## config.mk

```make
export PLATFORM = sky130hd
export DESIGN_NAME = pipeline_ctrl
export DESIGN_NICKNAME = d
export VERILOG_FILES = /design/src/rtl/pipeline_ctrl.sv
export SDC_FILE = /design/constraint.sdc
export NUM_CORES = 1
export LEC_CHECK = 0
export BUFFER_PORTS_ARGS = -buffer_cell sky130_fd_sc_hd__buf_2
export CORE_UTILIZATION = 35
export DETAILED_ROUTE_END_ITERATION = 8
export PLACE_DENSITY_LB_ADDON = 0.2
export SETUP_SLACK_MARGIN = 0.1
export SLEW_MARGIN = 40
export SYNTH_ARGS = -nofsm -noshare
export SYNTH_HDL_FRONTEND = slang
export SYNTH_SLANG_ARGS = --single-unit
```

## constraint.sdc

```tcl
create_clock -name clk -period 2.3 [get_ports clk]
set_input_delay 0.46 -clock clk [delete_from_list [all_inputs] [get_ports clk]]
set_output_delay 0.46 -clock clk [all_outputs]
set_load 0.02 [all_outputs]
```

## src/rtl/pipeline_ctrl.sv

```systemverilog
// Hazard and sequencing controller for the five-stage pipeline: load-use stall,
// jump squash and memory-access freeze. Performance counters under PIPE_PERF_CNT_EN.
module pipeline_ctrl (
   input  logic        clk,
   input  logic        rst,
   input  logic [4:0]  rs1_ID,
   input  logic [4:0]  rs2_ID,
   input  logic        use_rs1_ID,
   input  logic        use_rs2_ID,
   input  logic [4:0]  rd_EX,
   input  logic        memread_EX,
   input  logic        jump_EX,
   input  logic        mem_req_MEM,
   input  logic        mem_ready,
   output logic        mem_start,
   output logic        stall_PC,
   output logic        stall_IF_ID,
   output logic        stall_ID_EX,
   output logic        stall_EX_MEM,
   output logic        stall_MEM_WB,
   output logic        flush_IF_ID,
   output logic        flush_ID_EX,
   output logic        flush_MEM_WB,
   output logic [31:0] stall_cnt,
   output logic [31:0] flush_cnt
);

   typedef enum logic [1:0] {RUN, WAIT, DONE} state_t;

   state_t state;
   logic   load_use;
   logic   freeze;
   logic   jump_flush;
   logic   lu_stall;

   always_ff @(posedge clk or posedge rst) begin
      if (rst) begin
         state <= RUN;
      end else begin
         case (state)
            RUN:     if (mem_req_MEM) state <= WAIT;
            WAIT:    if (mem_ready)   state <= DONE;
            DONE:    state <= RUN;
            default: state <= RUN;
         endcase
      end
   end

   // Freeze outranks jump, and jump outranks load-use (ID is on the wrong path).
   always_comb begin
      load_use   = memread_EX && (rd_EX != 5'd0) &&
                   ((use_rs1_ID && (rs1_ID == rd_EX)) ||
                    (use_rs2_ID && (rs2_ID == rd_EX)));
      freeze     = ((state == RUN) && mem_req_MEM) || (state == WAIT);
      jump_flush = !freeze && jump_EX;
      lu_stall   = !freeze && !jump_EX && load_use;
   end

   always_comb begin
      mem_start    = !rst && (state == RUN) && mem_req_MEM;
      stall_PC     = !rst && (freeze || lu_stall);
      stall_IF_ID  = !rst && (freeze || lu_stall);
      stall_ID_EX  = !rst && freeze;
      stall_EX_MEM = !rst && freeze;
      stall_MEM_WB = 1'b0;
      flush_IF_ID  = !rst && jump_flush;
      flush_ID_EX  = !rst && (jump_flush || lu_stall);
      flush_MEM_WB = !rst && freeze;
   end

`ifdef PIPE_PERF_CNT_EN
   always_ff @(posedge clk or posedge rst) begin
      if (rst) begin
         stall_cnt <= 32'd0;
         flush_cnt <= 32'd0;
      end else begin
         if (freeze || lu_stall) stall_cnt <= stall_cnt + 32'd1;
         if (jump_flush)         flush_cnt <= flush_cnt + 32'd1;
      end
   end
`else
   assign stall_cnt = 32'd0;
   assign flush_cnt = 32'd0;
`endif

endmodule

```

==> summary.txt <==
grt total ovfl - 0
initial antenna violation count - 0
port bufs - 30
unrepaired setup endpoints after global routing - yes
Slew Viols, Final - 0
CP delay by family, top - simple AND/OR/NAND/NOR gates
Avg Inst Size Synth - 7.67 µm²
Final Non-Filler Cells - 156
crit path kind - input port to output port
boundary pin count - 96
top post-synthesis cells by area - buf_4 (67%), xor2_1 (9.1%), dfrtp_1 (6.5%)
P&R area growth vs syn - -7.01%
Largest Register - state
initial drt markers - 4
Post-Place Cells - 153
H-Tree Depth - 1
Min Clock Period, post-route - 2130 ps
Synth Register Bits - 2
slowest CP cell - or4_1
number of flops mapped to enable cells by yosys - 0
via count - 510
DR vias/cell - 3.27
setup TNS - 0 ps
Max Fanout on Critical Path - 3
clk_lat worst skew - 220 ps
first-pass GRT wire length - 1330 µm
largest registers ranked by flip-flop count - state (2)
clock transition at the registers of the reported paths - 30 ps
CP startpoint - rd_EX[1]
Internal Power - 159 µW
wire length per cell - 6.31 µm
Critical Path, Cell by Cell - buf_2 > or4_1 > o21ai_2 > or3_1 > o22ai_1 > buf_2
Post-synth top cells - buf_4 (68), xor2_1 (8)
Final ANT Viol Nets - 0
Post-Route Skew - 0.706 ps
max reg flops - 2
GPL Wtd Cong - 0.620
Final Hold Viols - 0
Comb power frac - 63.8%
hpwl dp - 948 µm
final worst-path cycle share - 92.5%
final setup fails - 0
DRC viols - 0
Row Count - 16
wirelength, routed - 985 µm
clock group share of total power - 20.2%
count leader, synth - buf_4
CP most frequent cell - buf_2
fraction of registers with async set/reset - 100%
share of the synthesized area in the top cell type - 66.6%
Antenna Cells - 0
CTS sink cnt - 2
post-synth top area cell - buf_4
Yosys Warn Count - 0
Pre-antenna DRT Iters - 4
Max IR drop VDD - 0.000146 V
CTS max path bufs - 2
Layout Nets - 154
Power Density - 507 mW/mm²
CTS Buf Count - 3
Startpoint Class - input port
switching power - 202 µW
Flop pwr share - 16.0%
Worst R2R Start - state[0]$_DFFE_PP0P_
Die Height - 48.8 µm
vias in the first global route - 342
Leak - 0.454 nW
Required @ worst endpoint - 1840 ps
Yosys cell types - 21
Peak Freq - 0.470 GHz
Mapped Cells - 100
post-synthesis sequential area ratio - 6.53%
CP arrival - 1670 ps
CTS tree - done
Sw Share - 56.0%
core area - 0.00200 mm²
status - completed
WP buf/inv - 2
Largest stage delay, worst path - 550 ps
largest net degree at the start of global routing - 6
dominant synthesized flop cell - dfrtp_1
All-Layer GR Usage - 7.32%
Post-Syn Area - 767 µm²
Die ar. - 0.00238 mm²
cts hold-fix bufs - 0
share of cells above drive strength 1 - 27.9%
Die Wd - 48.8 µm
initial core utilization - 38.3%
Tightest Hold Check Type - input port to asynchronous set/reset pin
CTS root buf - clkbuf_4
Max Cap Viol - 0
Setup crit end kind - output port
internal reg-to-reg setup slack - 1370 ps
cells in the final DEF, fill, tap and decap left out, drive strengths merged:
master  instances
or3             1
inv             2
o22ai           1
nor2            2
dfrtp           2
conb           65
o21ai           1
xnor2           2
nand2           2
a32oi           1
o21bai          1
nand3           1
or4             1
xor2            8
nor4b           1
clkbuf          3
buf            30
o31ai           1
and2            1
nor4            2
a21oi           1
power groups by stage:
stage	sequential, mW	clock (mW)	combinational (mW)
2_1_floorplan	0.0556	0	0.274
3_3_place_gp	0.0569	0	0.228
3_5_place_dp	0.0578	0	0.228
4_1_cts	0.0575	0.0770	0.229
5_1_grt	0.0595	0.0806	0.248
6_report	0.0576	0.0731	0.231
cell families after synthesis:
logic type	count (synthesis)	synth area share (%)
AND/OR/NAND/NOR	11	8.81
XOR/XNOR	10	11.4
AO/OA/AOI/OAI	6	5.22
other	1	0.489
flip-flops	2	6.53
buffers and inverters	70	67.5
worst paths after layout:
check                           cells past startpoint              endpoint
worst max-delay path                                6           stall_IF_ID
worst min-delay path                                2  state[0]$_DFFE_PP0P_
worst max register to register                      2  state[0]$_DFFE_PP0P_
worst min register to register                      1  state[1]$_DFFE_PP0P_
max in group asynchronous                           2  state[1]$_DFFE_PP0P_
min in group clk                                    2  state[0]$_DFFE_PP0P_
stage by stage:
step           power (mW)  utilization, %  hold slack, ps  instance area, µm²  setup WS [ps]
2_1_floorplan       0.329               -             217                1010            200
5_1_grt             0.388            35.6             157                 713           94.7
6_report            0.361            35.6             152                 713            173
4_1_cts             0.363            35.1             149                 703            158
3_3_place_gp        0.285            34.0             377                 681            165
3_5_place_dp        0.286            34.0             379                 681            156
routing by layer:
layer,up-vias,global-route usage [%],share of wire (%)
met5,-,0,0
met4,0,5.88,0
met3,0,0.935,14
met2,54,12.5,54
met1,213,8.10,32
li1,243,-,-
final cells by class:
cell class | count | area, µm²
Inverter | 2 | 7.51
Fill cell | 224 | 1290
Multi-Input combinational cell | 92 | 449
Clock buffer | 3 | 22.5
Tap cell | 27 | 33.8
Timing Repair Buffer | 30 | 150
Sequential cell | 2 | 50.0
what timing repair did:
action                                  in CTS  in global routing
gates resized for setup                      0                  2
setup buffers                                0                  0
endpoints found under the setup margin       0                  3
Power figures use the tool's default switching activity.
